**config.mk**
```make
export PLATFORM = sky130hd
export DESIGN_NAME = sdram_rw_arbiter
export DESIGN_NICKNAME = d
export VERILOG_FILES = /design/src/rtl/sdram_arb_pkg.sv /design/src/rtl/sdram_addr_gen.sv /design/src/rtl/sdram_rw_arbiter.sv
export SDC_FILE = /design/constraint.sdc
export NUM_CORES = 1
export LEC_CHECK = 0
export BUFFER_PORTS_ARGS = -buffer_cell sky130_fd_sc_hd__buf_4
export CAP_MARGIN = 25
export CORE_ASPECT_RATIO = 0.8
export CORE_MARGIN = 2
export CORE_UTILIZATION = 55
export CTS_BUF_LIST = sky130_fd_sc_hd__clkbuf_4
export CTS_CLUSTER_SIZE = 8
export DETAILED_ROUTE_END_ITERATION = 8
export PLACE_DENSITY_LB_ADDON = 0.05
export SYNTH_ARGS = -nofsm -noshare
export SYNTH_HDL_FRONTEND = slang
export SYNTH_SLANG_ARGS = --single-unit
```
**constraint.sdc**
```tcl
create_clock -name clk -period 7 [get_ports clk]
set_input_delay 0.35 -clock clk [delete_from_list [all_inputs] [get_ports clk]]
set_output_delay 0.35 -clock clk [all_outputs]
set_load 0.1 [all_outputs]
```
**src/rtl/sdram_arb_pkg.sv**
```systemverilog
// Shared types and constants for the SDRAM read/write arbiter.
package sdram_arb_pkg;

    localparam int ADDR_W   = 24;   // {bank_sel, offset}
    localparam int OFFSET_W = 23;   // word offset within a frame
    localparam int BURST_W  = 10;   // burst length field width

    typedef enum logic [2:0] {
        ST_IDLE    = 3'd0,
        ST_WR_REQ  = 3'd1,
        ST_WR_BUSY = 3'd2,
        ST_RD_REQ  = 3'd3,
        ST_RD_BUSY = 3'd4
    } arb_state_t;

    typedef enum logic {
        DIR_WRITE = 1'b0,
        DIR_READ  = 1'b1
    } dir_t;

endpackage

```
**src/rtl/sdram_addr_gen.sv**
```systemverilog
// Frame offset counter: advances by one burst at each burst end, wraps
// from MAX back to MIN with a one-cycle frame_done pulse, and handles
// restart requests (immediate when idle, deferred to burst end when busy).
module sdram_addr_gen
    import sdram_arb_pkg::*;
#(
    parameter logic [BURST_W-1:0]  BURST    = 10'd256,
    parameter logic [OFFSET_W-1:0] MIN_ADDR = 23'd0,
    parameter logic [OFFSET_W-1:0] MAX_ADDR = 23'd384000
) (
    input  logic                clk,
    input  logic                rst_n,
    input  logic                load,        // restart request pulse
    input  logic                active,      // own direction in REQ/BUSY
    input  logic                burst_end,   // ack falling edge of own burst
    output logic [OFFSET_W-1:0] offset,
    output logic                frame_done,
    output logic                wrap_now,    // wrap takes effect this edge
    output logic                restart_now  // restart takes effect this edge
);

    logic [OFFSET_W-1:0] offset_reg;
    logic                pending_reg;
    logic                frame_done_reg;
    logic [OFFSET_W:0]   nxt;

    // Next offset and the events that apply on the coming edge
    always_comb begin
        nxt         = {1'b0, offset_reg} + {{(OFFSET_W + 1 - BURST_W){1'b0}}, BURST};
        wrap_now    = burst_end && (nxt >= {1'b0, MAX_ADDR});
        restart_now = burst_end ? (load || pending_reg) : (load && !active);
    end

    // Offset register; a restart overrides the increment but not the wrap pulse
    always_ff @(posedge clk or negedge rst_n) begin
        if (!rst_n) begin
            offset_reg     <= MIN_ADDR;
            pending_reg    <= 1'b0;
            frame_done_reg <= 1'b0;
        end else begin
            frame_done_reg <= wrap_now;
            if (burst_end) begin
                pending_reg <= 1'b0;
                if (restart_now || wrap_now) begin
                    offset_reg <= MIN_ADDR;
                end else begin
                    offset_reg <= nxt[OFFSET_W-1:0];
                end
            end else if (restart_now) begin
                offset_reg <= MIN_ADDR;
            end else if (load && active) begin
                pending_reg <= 1'b1;
            end
        end
    end

    assign offset     = offset_reg;
    assign frame_done = frame_done_reg;

endmodule

```
**src/rtl/sdram_rw_arbiter.sv**
```systemverilog
// Shares one SDRAM controller between the write-side and read-side FIFOs,
// issuing burst requests with auto-incrementing, frame-wrapping addresses.
// Optional feature: define SDRAM_PINGPONG_EN to use address bit 23 as a
// double-buffer bank selector (read always targets the bank not being written).
module sdram_rw_arbiter
    import sdram_arb_pkg::*;
#(
    parameter logic [9:0]  WR_BURST      = 10'd256,
    parameter logic [9:0]  RD_BURST      = 10'd256,
    parameter logic [10:0] RD_FIFO_DEPTH = 11'd1024,
    parameter logic [22:0] WR_MIN_ADDR   = 23'd0,
    parameter logic [22:0] WR_MAX_ADDR   = 23'd384000,
    parameter logic [22:0] RD_MIN_ADDR   = 23'd0,
    parameter logic [22:0] RD_MAX_ADDR   = 23'd384000
) (
    input  logic        clk,
    input  logic        rst_n,
    input  logic        sdram_init_done,
    input  logic [9:0]  wr_fifo_level,
    input  logic [10:0] rd_fifo_level,
    input  logic        rd_enable,
    input  logic        wr_load,
    input  logic        rd_load,
    output logic        sdram_wr_req,
    input  logic        sdram_wr_ack,
    output logic [23:0] sdram_wr_addr,
    output logic [9:0]  sdram_wr_burst,
    output logic        sdram_rd_req,
    input  logic        sdram_rd_ack,
    output logic [23:0] sdram_rd_addr,
    output logic [9:0]  sdram_rd_burst,
    output logic        wr_frame_done,
    output logic        rd_frame_done
);

    // Highest read FIFO fill that still leaves room for a whole burst
    localparam logic [10:0] RD_OK_LIMIT = RD_FIFO_DEPTH - {1'b0, RD_BURST};

    arb_state_t          state_reg, state_next;
    dir_t                last_served_reg;
    logic                wr_req_reg, wr_req_next;
    logic                rd_req_reg, rd_req_next;
    logic                wr_ok, rd_ok;
    logic                wr_active, rd_active;
    logic                wr_burst_end, rd_burst_end;
    logic [OFFSET_W-1:0] wr_offset, rd_offset;
    logic                wr_wrap_now, wr_restart_now;
    logic                rd_wrap_now, rd_restart_now;

    assign wr_ok        = (wr_fifo_level >= WR_BURST);
    assign rd_ok        = rd_enable && (rd_fifo_level <= RD_OK_LIMIT);
    assign wr_active    = (state_reg == ST_WR_REQ) || (state_reg == ST_WR_BUSY);
    assign rd_active    = (state_reg == ST_RD_REQ) || (state_reg == ST_RD_BUSY);
    // BUSY is only entered with ack high, so ack low in BUSY is the falling edge
    assign wr_burst_end = (state_reg == ST_WR_BUSY) && !sdram_wr_ack;
    assign rd_burst_end = (state_reg == ST_RD_BUSY) && !sdram_rd_ack;

    // State register with registered request outputs and round-robin memory
    always_ff @(posedge clk or negedge rst_n) begin
        if (!rst_n) begin
            state_reg       <= ST_IDLE;
            last_served_reg <= DIR_READ;
            wr_req_reg      <= 1'b0;
            rd_req_reg      <= 1'b0;
        end else begin
            state_reg  <= state_next;
            wr_req_reg <= wr_req_next;
            rd_req_reg <= rd_req_next;
            if (state_reg == ST_IDLE && state_next == ST_WR_REQ) begin
                last_served_reg <= DIR_WRITE;
            end else if (state_reg == ST_IDLE && state_next == ST_RD_REQ) begin
                last_served_reg <= DIR_READ;
            end
        end
    end

    // Next-state: grant in IDLE, follow the ack handshake otherwise
    always_comb begin
        state_next = state_reg;
        case (state_reg)
            ST_IDLE: begin
                if (sdram_init_done) begin
                    if (wr_ok && rd_ok) begin
                        state_next = (last_served_reg == DIR_READ) ? ST_WR_REQ : ST_RD_REQ;
                    end else if (wr_ok) begin
                        state_next = ST_WR_REQ;
                    end else if (rd_ok) begin
                        state_next = ST_RD_REQ;
                    end
                end
            end
            ST_WR_REQ:  if (sdram_wr_ack)  state_next = ST_WR_BUSY;
            ST_WR_BUSY: if (!sdram_wr_ack) state_next = ST_IDLE;
            ST_RD_REQ:  if (sdram_rd_ack)  state_next = ST_RD_BUSY;
            ST_RD_BUSY: if (!sdram_rd_ack) state_next = ST_IDLE;
            default:    state_next = ST_IDLE;
        endcase
    end

    // Output decode: a request is held only while the FSM sits in its REQ state
    always_comb begin
        wr_req_next = (state_next == ST_WR_REQ);
        rd_req_next = (state_next == ST_RD_REQ);
    end

    sdram_addr_gen #(
        .BURST    (WR_BURST),
        .MIN_ADDR (WR_MIN_ADDR),
        .MAX_ADDR (WR_MAX_ADDR)
    ) u_wr_addr (
        .clk         (clk),
        .rst_n       (rst_n),
        .load        (wr_load),
        .active      (wr_active),
        .burst_end   (wr_burst_end),
        .offset      (wr_offset),
        .frame_done  (wr_frame_done),
        .wrap_now    (wr_wrap_now),
        .restart_now (wr_restart_now)
    );

    sdram_addr_gen #(
        .BURST    (RD_BURST),
        .MIN_ADDR (RD_MIN_ADDR),
        .MAX_ADDR (RD_MAX_ADDR)
    ) u_rd_addr (
        .clk         (clk),
        .rst_n       (rst_n),
        .load        (rd_load),
        .active      (rd_active),
        .burst_end   (rd_burst_end),
        .offset      (rd_offset),
        .frame_done  (rd_frame_done),
        .wrap_now    (rd_wrap_now),
        .restart_now (rd_restart_now)
    );

`ifdef SDRAM_PINGPONG_EN
    logic wr_bank_reg, rd_bank_reg;
    logic unused_events;

    // Bank selectors change together with the offset, so addresses never move mid-burst
    always_ff @(posedge clk or negedge rst_n) begin
        if (!rst_n) begin
            wr_bank_reg <= 1'b0;
            rd_bank_reg <= 1'b0;
        end else begin
            if (wr_wrap_now) begin
                wr_bank_reg <= ~wr_bank_reg;
            end
            if (rd_wrap_now || rd_restart_now) begin
                rd_bank_reg <= ~wr_bank_reg;
            end
        end
    end

    assign unused_events = wr_restart_now;
    assign sdram_wr_addr = {wr_bank_reg, wr_offset};
    assign sdram_rd_addr = {rd_bank_reg, rd_offset};
`else
    logic unused_events;

    assign unused_events = ^{wr_wrap_now, wr_restart_now, rd_wrap_now, rd_restart_now};
    assign sdram_wr_addr = {1'b0, wr_offset};
    assign sdram_rd_addr = {1'b0, rd_offset};
`endif

    assign sdram_wr_req   = wr_req_reg;
    assign sdram_rd_req   = rd_req_reg;
    assign sdram_wr_burst = WR_BURST;
    assign sdram_rd_burst = RD_BURST;

endmodule

```
==> results of run 1 <==
[worst paths after layout]
path | from | endpoint | slack [ns] | cells past startpoint
min in group asynchronous | rst_n | state_reg[2] | 0.50 | 2
hold reg to reg | last_served_reg | last_served_reg | 0.53 | 2
setup reg to reg | u_wr_addr.offset[10] | u_wr_addr.offset[8] | 4.21 | 6
max in group asynchronous | rst_n | u_wr_addr.offset[11] | 6.14 | 2
hold / removal | sdram_init_done | last_served_reg | 0.14 | 2
setup / recovery | u_wr_addr.offset[10] | u_wr_addr.offset[8] | 4.21 | 6
[metal layers]
metal | global-route usage [%] | part of all wire [%] | vias up | wire, um
met3 | 5.20 | 6.7 | 8 | 398
met5 | 0 | 0 | - | 0
met2 | 36.8 | 48 | 73 | 2850
met4 | 7.17 | 0.95 | 0 | 56
li1 | - | - | 1153 | -
met1 | 26.4 | 44 | 1137 | 2590
[metrics by stage]
step / utilization, % / total power (W)
after floorplan: - / 0.000517
after global placement: 64.4 / 0.000541
after detailed placement: 64.4 / 0.000544
after CTS: 65.8 / 0.000664
after global routing: 66.0 / 0.000702
final: 66.0 / 0.000667
[cell usage after synthesis, drive strengths merged, types with 2 or more instances]
cell,instances
buf,43
nor2,17
a221o,4
clkbuf,7
a211o,2
o21ai,12
mux2,3
nand2b,7
xor2,4
xnor2,3
or3,3
a211oi,2
a2111oi,2
a22o,3
and3,2
nand4,4
nor4b,2
nor2b,5
o31ai,2
a21oi,15
o221ai,8
o21bai,2
nor4,9
nand2,38
and2,17
nor3,10
dfrtp,39
a31oi,3
nand3,10
a21o,5
conb,2
a221oi,2
inv,11
mux2i,3
ha,2
[kinds of logic after synthesis]
| family | after synthesis |
|---|---|
| compound gates | 73 |
| mux | 6 |
| xor+xnor | 7 |
| other cells | 2 |
| flops | 40 |
| simple gates | 125 |
| buf+inv | 61 |
| fa+ha+maj | 2 |
[timing repair]
item	CTS	global route
hold buffers	1	0
setup buffers	0	0
endpoints found under the hold margin	39	0
[layout make-up]
cell class,instances,area [um2],area share [%]
multi-input cells,251,1490,48.2
flip-flops and latches,40,1000,32.5
repair buffers,56,423,13.7
well taps,60,75.1,2.43
clock buffers,7,52.6,1.70
inverters,11,41.3,1.34
clock inverters,1,5.00,0.162
[power by group]
group	switching (W)	internal [W]	total (W)	leakage (nW)
Clock	0.0000730	0.0000469	0.000120	0.0361
Combinational	0.000212	0.0000555	0.000268	0.980
Sequential	0.0000273	0.000252	0.000279	0.544
Total	0.000312	0.000354	0.000667	1.56
==> implementation parameters, run 1 <==
Parameter                              Value

Run status
  Outcome ... finished, final reports clean

Route
  Detailed-route via count ... 2,371
  First-pass iteration count of the detailed router ... 4
  Vias per Instance ... 5.57
  DRT antenna net count ... 0
  Average wire per cell in the routed design ... 13.8 um
  Starting DRC count in detailed routing ... 111
  DRC violation count after routing ... 0
  WL final ... 5900 um

Clock network
  Root Driver ... sky130_fd_sc_hd__clkbuf_4
  Clock slew at reported path FFs ... 0.11 ns
  Maximum root-to-sink buffer count ... 2
  Depth of the CTS H-tree ... 2
  Clock tree from TritonCTS ... built
  Number of clock sinks ... 40
  Number of buffers added by the clock tree synthesis step ... 5
  # resized after CTS ... 0
  Clock insertion delay at the later pin of the skew report ... 0.36 ns

Pwr
  Leakage power total ... 1.56 nW
  Total power per unit cell area ... 216 nW/um2
  Worst VDD drop ... 0.181 mV

Placement
  Total instance count after detailed placement ... 416
  Final HPWL DP ... 4250 um
  Gpl congestion ... 0.893
  Number of buffer cells added on primary ports ... 54
  Post-place setup slack ... 4.29 ns
  Cell area after placement ... 3010 um2

Worst setup path
  Slowest cell on the critical path ... sky130_fd_sc_hd__dfrtp_1
  Worst endpoint data arrival time ... 3.07 ns
  Largest delay contributor family on the critical path ... simple AND/OR/NAND/NOR gates
  Largest stage delay, worst path ... 0.55 ns
  Max Fanout on Critical Path ... 12
  Cells along the critical path ... nand4_1 > nor4_1 > mux2_1 > or3_1 > a21oi_2 > mux2_2
  Required time at the endpoint of the critical path ... 7.29 ns
  Crit path kind ... reg -> reg
  Crit start category ... register
  Endpoint type of the worst setup path ... register
  CP Buf/Inv Count ... 0

Floorplan
  Area inside the core boundary ... 4680 um2
  Die Outline Area ... 5560 um2
  Vert. Die Dim ... 67.1 um
  Die X-Extent ... 82.9 um
  I/O pin total ... 101
  Site Rows ... 22
  Initial Util ... 58.5%

Logic synthesis
  Count of mapped cells out of synthesis ... 316
  Synth Warn # ... 0
  Async set-reset flop share out of synthesis ... 100%
  Leading area contributor after synthesis ... sky130_fd_sc_hd__dfrtp_1
  Largest cells by area after synthesis ... sky130_fd_sc_hd__dfrtp_1, sky130_fd_sc_hd__buf_4, sky130_fd_sc_hd__nand2_1, sky130_fd_sc_hd__and2_1, sky130_fd_sc_hd__a21oi_1
  Cell area after synthesis ... 2740 um2
  Post-synthesis share of cell area spent on and, or, nand and nor gates ... 24.4%
  Multiplexer area fraction after synthesis ... 2.33%
  Main combinational cell family by area after synthesis ... simple AND/OR/NAND/NOR gates
  Count of state elements after synthesis ... 40
  Top cell type's share of synthesized area ... 35.7%
  Fraction of the mapped netlist area in adder cells ... 0.914%
  Most used DFF post-synth ... sky130_fd_sc_hd__dfrtp_1
  Sequential element share of the synthesized area ... 36.6%
  Unique masters post-synth ... 56
  Synthesized-area fraction occupied by xor and xnor cells ... 2.24%
  Number of enable-type register cells in the synthesized netlist ... 0
  Post-synthesis area per instance ... 8.66 um2
  Synth Area in Compound Gates ... 19.3%

Timing
  Crit share post-route ... 39.8%
  Clock skew after layout ... 0.0212 ns
  Headroom to the max-slew limit ... 50.3%
  Count of endpoints failing setup in the final report ... 0
  Achievable frequency ... 0.358 GHz
  Final worst-path setup slack ... 4.21 ns
  Max Slew Vio Count ... 0
  Final sum of negative setup slack ... 0 ns
  Pin slew with the least headroom to its limit ... 0.746 ns
  Final hold violation count ... 0
  Post-layout minimum cycle time ... 2.79 ns
  Final hold slack ... 0.141 ns
  Unrepaired setup endpoints after global routing ... no

Layout
  Post-route cell area ... 3090 um2
  Leading cell types in the layout, fill and taps excluded ... sky130_fd_sc_hd__buf_4, sky130_fd_sc_hd__dfrtp_1, sky130_fd_sc_hd__nand2_1, sky130_fd_sc_hd__conb_1
  Share of layout cells above drive strength 1 ... 19.7%
  Most common library cell in the layout ignoring fill and taps ... sky130_fd_sc_hd__buf_4
  Area growth, synth to finish ... 12.8%
  Total number of nets in the final design ... 396
  Number of antenna repair diodes ... 0
  Post-layout instance count excluding filler cells ... 426
  Number of filler instances in the final layout ... 428

Min path
  Kind of path behind the tightest hold check ... in -> reg

GRT
  Wire length of the first global-routing pass ... 9560 um
  Largest net degree at the start of global routing ... 41
  Via count of the first global-routing pass ... 2,121
  Global routing usage summed across all routing layers ... 21.3%
  Final global-route overflow total ... 0
  Initial antenna violation count ... 0

Job
  Max-capacitance violation count ... 0
(Power assumes the default switching activity.)
==> inputs of run 2 (changes only) <==
--- a/config.mk
+++ b/config.mk
@@ -9,7 +9,7 @@
 export CAP_MARGIN = 25
 export CORE_ASPECT_RATIO = 0.8
 export CORE_MARGIN = 2
-export CORE_UTILIZATION = 55
+export CORE_UTILIZATION = 51
 export CTS_BUF_LIST = sky130_fd_sc_hd__clkbuf_4
 export CTS_CLUSTER_SIZE = 8
 export DETAILED_ROUTE_END_ITERATION = 8
==> constraint.sdc (replaced) <==
create_clock -name clk -period 2.7 [get_ports clk]
set_input_delay 0.135 -clock clk [delete_from_list [all_inputs] [get_ports clk]]
set_output_delay 0.135 -clock clk [all_outputs]
set_load 0.1 [all_outputs]
==> run 2 against run 1 <==
  * The flow now finishes with violations (DRC)
  * Fmax is 15% higher
  * Final cell count is 3.3% higher
  * Non-clock buffer count is 12 higher
  * Routed wire length is 2.7% higher
  * Sequential share of layout area is 0.40 points lower
  * Largest power group is now combinational cells
==> implementation parameters, run 2 (same netlist as run 1, synthesis figures left out) <==
Parameter                              Value

Layout
  Leading cell types in the layout, fill and taps excluded ... sky130_fd_sc_hd__buf_4, sky130_fd_sc_hd__nand2_1, sky130_fd_sc_hd__conb_1, sky130_fd_sc_hd__dfrtp_1
  Area growth, synth to finish ... 17.8%
  Total number of nets in the final design ... 408
  Post-layout instance count excluding filler cells ... 440
  Most common library cell in the layout ignoring fill and taps ... sky130_fd_sc_hd__buf_4
  Number of antenna repair diodes ... 0
  Share of layout cells above drive strength 1 ... 27.0%

GRT
  Global-route met3 utilization ... 4.29%
  Via count of the first global-routing pass ... 2,264
  Most crowded layer after global routing ... met2
  Largest net degree at the start of global routing ... 41
  Met1 global-route usage ... 28.5%
  Final global-route overflow total ... 0
  Wire length of the first global-routing pass ... 10,200 um
  Global routing usage summed across all routing layers ... 21.0%
  Met2 track demand over resource ... 32.9%
  Initial antenna violation count ... 0

Floorplan
  I/O pin total ... 101
  Initial Util ... 53.7%
  Site Rows ... 23
  Die Outline Area ... 5970 um2
  Area inside the core boundary ... 5090 um2
  Vert. Die Dim ... 69.5 um
  Die X-Extent ... 85.9 um

Placement
  Total instance count after detailed placement ... 430
  Final HPWL DP ... 4510 um
  Gpl congestion ... 0.839
  Number of buffer cells added on primary ports ... 54

Timing
  Unrepaired setup endpoints after global routing ... no
  Crit share post-route ... 89.5%
  Final sum of negative setup slack ... 0 ns
  Post-layout minimum cycle time ... 2.42 ns
  Count of endpoints failing setup in the final report ... 0
  Achievable frequency ... 0.414 GHz
  Final hold violation count ... 0
  Max Slew Vio Count ... 0
  Clock skew after layout ... 0.0170 ns

Run status
  Outcome ... finished, violations left
  Violations in the final reports ... DRC

Worst setup path
  Crit start category ... register
  Worst Setup SP ... u_wr_addr.offset[8]
  Endpoint type of the worst setup path ... register
  Reg-to-Reg Start ... u_wr_addr.offset[8]
  Largest delay contributor family on the critical path ... simple AND/OR/NAND/NOR gates
  CP Buf/Inv Count ... 0
  Cells along the critical path ... ha_1 > nand2_1 > nand2_1 > mux2_1 > or3_4 > a2111oi_1 > a221o_1
  Slowest cell on the critical path ... sky130_fd_sc_hd__dfrtp_4
  Crit path kind ... reg -> reg
  Largest stage delay, worst path ... 0.52 ns
  Most numerous cell on the critical path ... sky130_fd_sc_hd__nand2_1
  Max Fanout on Critical Path ... 10
  Required time at the endpoint of the critical path ... 3.00 ns
  Worst endpoint data arrival time ... 2.72 ns

Job
  Max-capacitance violation count ... 0

Clock network
  Maximum root-to-sink buffer count ... 2
  Depth of the CTS H-tree ... 2
  Setup repair bufs after CTS ... 0
  Clock tree from TritonCTS ... built
  Clock slew at reported path FFs ... 0.12 ns
  Root Driver ... sky130_fd_sc_hd__clkbuf_4
  Number of buffers added by the clock tree synthesis step ... 5
  Number of clock sinks ... 40
  Clock insertion delay at the later pin of the skew report ... 0.35 ns

Route
  DRC violation count after routing ... 7
  Starting DRC count in detailed routing ... 123
  Vias per Instance ... 5.53
  Detailed-route via count ... 2,434
  First-pass iteration count of the detailed router ... 8
  DRT antenna net count ... 0
  Average wire per cell in the routed design ... 13.8 um
  WL final ... 6060 um

Min path
  Beginning of the worst hold path ... sdram_rd_ack
  Kind of path behind the tightest hold check ... in -> reg

Pwr
  Leakage power total ... 1.59 nW
  Total power per unit cell area ... 543 nW/um2
  Worst VDD drop ... 0.302 mV
-- run 2: what timing repair did --
item | 4_1_cts | 5_1_grt
setup endpoints to repair | 0 | 2
gates resized for setup | 0 | 3
endpoints found under the hold margin | 40 | 0
hold buffers | 2 | 0
-- run 2: where the power goes --
part	leakage [nW]	internal (W)	total [W]	switching (W)
logic	1.04	0.000166	0.000752	0.000586
clock network	0.0324	0.0000958	0.000299	0.000203
registers	0.514	0.000657	0.000699	0.0000421
total	1.59	0.000919	0.00175	0.000831
-- run 2: routing by layer --
| metal | wire length (um) | vias to the layer above |
|---|---|---|
| li1 | - | 1185 |
| met1 | 2810 | 1145 |
| met2 | 2780 | 94 |
| met3 | 380 | 10 |
| met4 | 80 | 0 |
| met5 | 0 | - |
-- run 2: worst min-delay path, stage by stage --
cell                     delay [ns]
sky130_fd_sc_hd__buf_4         0.10
sky130_fd_sc_hd__inv_1         0.08
sky130_fd_sc_hd__nor2_1        0.11
-- run 2: per-stage QoR --
stage	worst slack, ns	utilization [%]	hold slack, ns	instance area (um2)	power [W]
CTS	0.158	63.0	0.0843	3210	0.00176
global route	0.0612	63.3	0.125	3220	0.00183
detailed placement	0.185	61.6	0.135	3140	0.00146
floorplan	0.00223	-	-0.161	2900	0.00135
global placement	0.218	61.6	0.137	3140	0.00144
finish	0.282	63.3	0.0987	3220	0.00175
-- run 2: layout make-up --
| class | instances | area, um2 |
|---|---|---|
| clock buffer | 5 | 37.5 |
| clock inverter | 3 | 13.8 |
| fill | 486 | 1870 |
| inverter | 11 | 41.3 |
| multi-input combinational | 251 | 1510 |
| sequential | 40 | 1030 |
| tap | 62 | 77.6 |
| timing repair buffer | 68 | 515 |
-- run 2: worst paths after layout --
check	end	slack, ns	cells past startpoint
setup / recovery	u_wr_addr.offset[12]	0.28	7
hold / removal	state_reg[2]	0.1	3
setup reg to reg	u_wr_addr.offset[12]	0.28	7
hold reg to reg	last_served_reg	0.52	2
max in group asynchronous	u_wr_addr.offset[8]	2.03	2
min in group asynchronous	sdram_rd_req	0.27	2
==> inputs of run 3 (changes only) <==
--- a/config.mk
+++ b/config.mk
@@ -13,7 +13,9 @@
 export CTS_BUF_LIST = sky130_fd_sc_hd__clkbuf_4
 export CTS_CLUSTER_SIZE = 8
 export DETAILED_ROUTE_END_ITERATION = 8
+export GPL_TIMING_DRIVEN = 0
 export PLACE_DENSITY_LB_ADDON = 0.05
+export REMOVE_ABC_BUFFERS = 1
 export SYNTH_ARGS = -nofsm -noshare
 export SYNTH_HDL_FRONTEND = slang
 export SYNTH_SLANG_ARGS = --single-unit
==> run 3 against run 2 <==
  * The flow still finishes with violations (DRC)
  * Clock skew down 0.0088 ns
  * Combinational power is 7.3% lower
  * Sequential cell count unchanged
  * Clock-buffer cell count is 2 higher
  * Register-to-register slack lost 0.05 ns
  * Largest power group is now registers
==> implementation parameters, run 3 (same netlist as run 1, synthesis figures left out) <==
Parameter                              Value

Worst setup path
  Endpoint type of the worst setup path ... register
  Worst endpoint data arrival time ... 2.75 ns
  Required time at the endpoint of the critical path ... 2.99 ns
  Cells on worst reg2reg path ... 6
  Max Fanout on Critical Path ... 9
  Crit path kind ... reg -> reg
  Crit start category ... register

Route
  Detailed-route via count ... 2,396
  Vias per Instance ... 5.57
  Average wire per cell in the routed design ... 13.3 um
  DRC violation count after routing ... 7
  WL final ... 5730 um
  Starting DRC count in detailed routing ... 170
  DRT antenna net count ... 0
  First-pass iteration count of the detailed router ... 7

Clock network
  Depth of the CTS H-tree ... 2
  Number of buffers added by the clock tree synthesis step ... 5
  Maximum root-to-sink buffer count ... 2
  Number of clock sinks ... 40
  Clock insertion delay at the later pin of the skew report ... 0.34 ns
  Clock tree from TritonCTS ... built
  Root Driver ... sky130_fd_sc_hd__clkbuf_4
  Clock slew at reported path FFs ... 0.12 ns

GRT
  Via count of the first global-routing pass ... 2,044
  Largest net degree at the start of global routing ... 41
  Global routing usage summed across all routing layers ... 19.4%
  Initial antenna violation count ... 0
  Final global-route overflow total ... 0
  Wire length of the first global-routing pass ... 9600 um

Placement
  Final HPWL DP ... 4180 um
  Cell area after placement ... 3020 um2
  Number of buffer cells added on primary ports ... 54
  Post-place setup slack ... -0.0457 ns
  Gpl congestion ... 0.854

Timing
  Achievable frequency ... 0.406 GHz
  Post-layout minimum cycle time ... 2.47 ns
  Headroom to the max-slew limit ... 42.0%
  Pin slew with the least headroom to its limit ... 0.870 ns
  Final hold slack ... 0.126 ns
  Unrepaired setup endpoints after global routing ... no
  Clock skew after layout ... 0.00815 ns
  Final hold violation count ... 0
  Crit share post-route ... 91.3%
  Count of endpoints failing setup in the final report ... 0
  Final worst-path setup slack ... 0.234 ns
  Max Slew Vio Count ... 0

Layout
  Post-route cell area ... 3120 um2
  Number of filler instances in the final layout ... 457
  Share of layout cells above drive strength 1 ... 20.7%
  Total number of nets in the final design ... 398
  Leading cell types in the layout, fill and taps excluded ... sky130_fd_sc_hd__buf_4, sky130_fd_sc_hd__nand2_1, sky130_fd_sc_hd__conb_1, sky130_fd_sc_hd__dfrtp_1
  Area growth, synth to finish ... 14.1%
  Number of antenna repair diodes ... 0
  Most common library cell in the layout ignoring fill and taps ... sky130_fd_sc_hd__buf_4

Floorplan
  Die X-Extent ... 85.9 um
  Initial Util ... 53.7%
  Die Outline Area ... 5970 um2
  Site Rows ... 23
  I/O pin total ... 101
  Vert. Die Dim ... 69.5 um
  Area inside the core boundary ... 5090 um2

Pwr
  Worst VDD drop ... 0.456 mV
  Total power per unit cell area ... 555 nW/um2
  Leakage power total ... 1.56 nW

Job
  Max-capacitance violation count ... 0

Min path
  Cell depth of the worst min-delay path ... 3
  Kind of path behind the tightest hold check ... in -> reg

Run status
  Outcome ... finished, violations left
  Violations in the final reports ... DRC
-- run 3: cell types whose count changed in the layout (fill, tap and decap cells not counted), moves of 2 or more --
| cell | before | now |
|---|---|---|
| sky130_fd_sc_hd__dfrtp_1 | 22 | 37 |
| sky130_fd_sc_hd__dfrtp_4 | 4 | 0 |
| sky130_fd_sc_hd__clkinv_2 | 2 | 0 |
| sky130_fd_sc_hd__dfrtp_2 | 13 | 2 |
| sky130_fd_sc_hd__buf_4 | 66 | 56 |
| sky130_fd_sc_hd__clkbuf_4 | 5 | 7 |
-- run 3: path summary, 6_finish.rpt --
kind	startpoint	to	slack, ns
hold reg to reg	last_served_reg	last_served_reg	0.52
hold / removal	wr_load	u_wr_addr.pending_reg	0.13
setup / recovery	u_wr_addr.offset[12]	u_wr_addr.offset[12]	0.23
setup reg to reg	u_wr_addr.offset[12]	u_wr_addr.offset[12]	0.23
max in group asynchronous	rst_n	last_served_reg	2.02
min in group asynchronous	rst_n	u_rd_addr.offset[11]	0.29
-- run 3: layout make-up --
cell class	instances	area (um2)	area share, %
timing repair buffer	58	440	14.1
inverter	11	41.3	1.32
clock buffer	7	52.6	1.68
multi-input combinational	251	1500	48.1
clock inverter	1	3.75	0.120
tap	62	77.6	2.48
sequential	40	1000	32.2
-- run 3: per-stage QoR --
stage	util [%]	TNS (ns)	std cells	total power, W
after floorplan	-	-4.95	302	0.00128
after global placement	59.2	-0.0629	418	0.00141
after detailed placement	59.3	-0.173	419	0.00143
after CTS	60.9	0	429	0.00174
after global routing	61.3	0	430	0.00183
final	61.3	0	430	0.00173
-- run 3: metal layers --
metal	up-vias	routed length [um]	global-route usage (%)
met5	-	0	0
met4	0	37	3.35
met3	5	426	3.93
met2	108	2460	28.7
met1	1117	2800	29.7
li1	1166	-	-
-- run 3: critical path, cell delays in order, from the launching register on --
cell                        delay (ns)
sky130_fd_sc_hd__dfrtp_1          0.52
sky130_fd_sc_hd__nand3_4          0.17
sky130_fd_sc_hd__nor4_1           0.32
sky130_fd_sc_hd__mux2_1           0.38
sky130_fd_sc_hd__or3_4            0.45
sky130_fd_sc_hd__a2111oi_1        0.40
sky130_fd_sc_hd__a221o_1          0.16
-- run 3: report_power, final --
part	internal, W	switching (W)	total [W]
sequential	0.000653	0.0000708	0.000724
clock	0.000121	0.000192	0.000313
combinational	0.000146	0.000551	0.000697
total	0.000920	0.000814	0.00173
-- run 3: what timing repair did --
item / CTS / global route
pin swaps: 0 / 1
setup buffers: 0 / 1
gates resized for setup: 1 / 4
endpoints found under the setup margin: 8 / 12
hold endpoints to repair: 40 / 0
hold buffers: 2 / 0
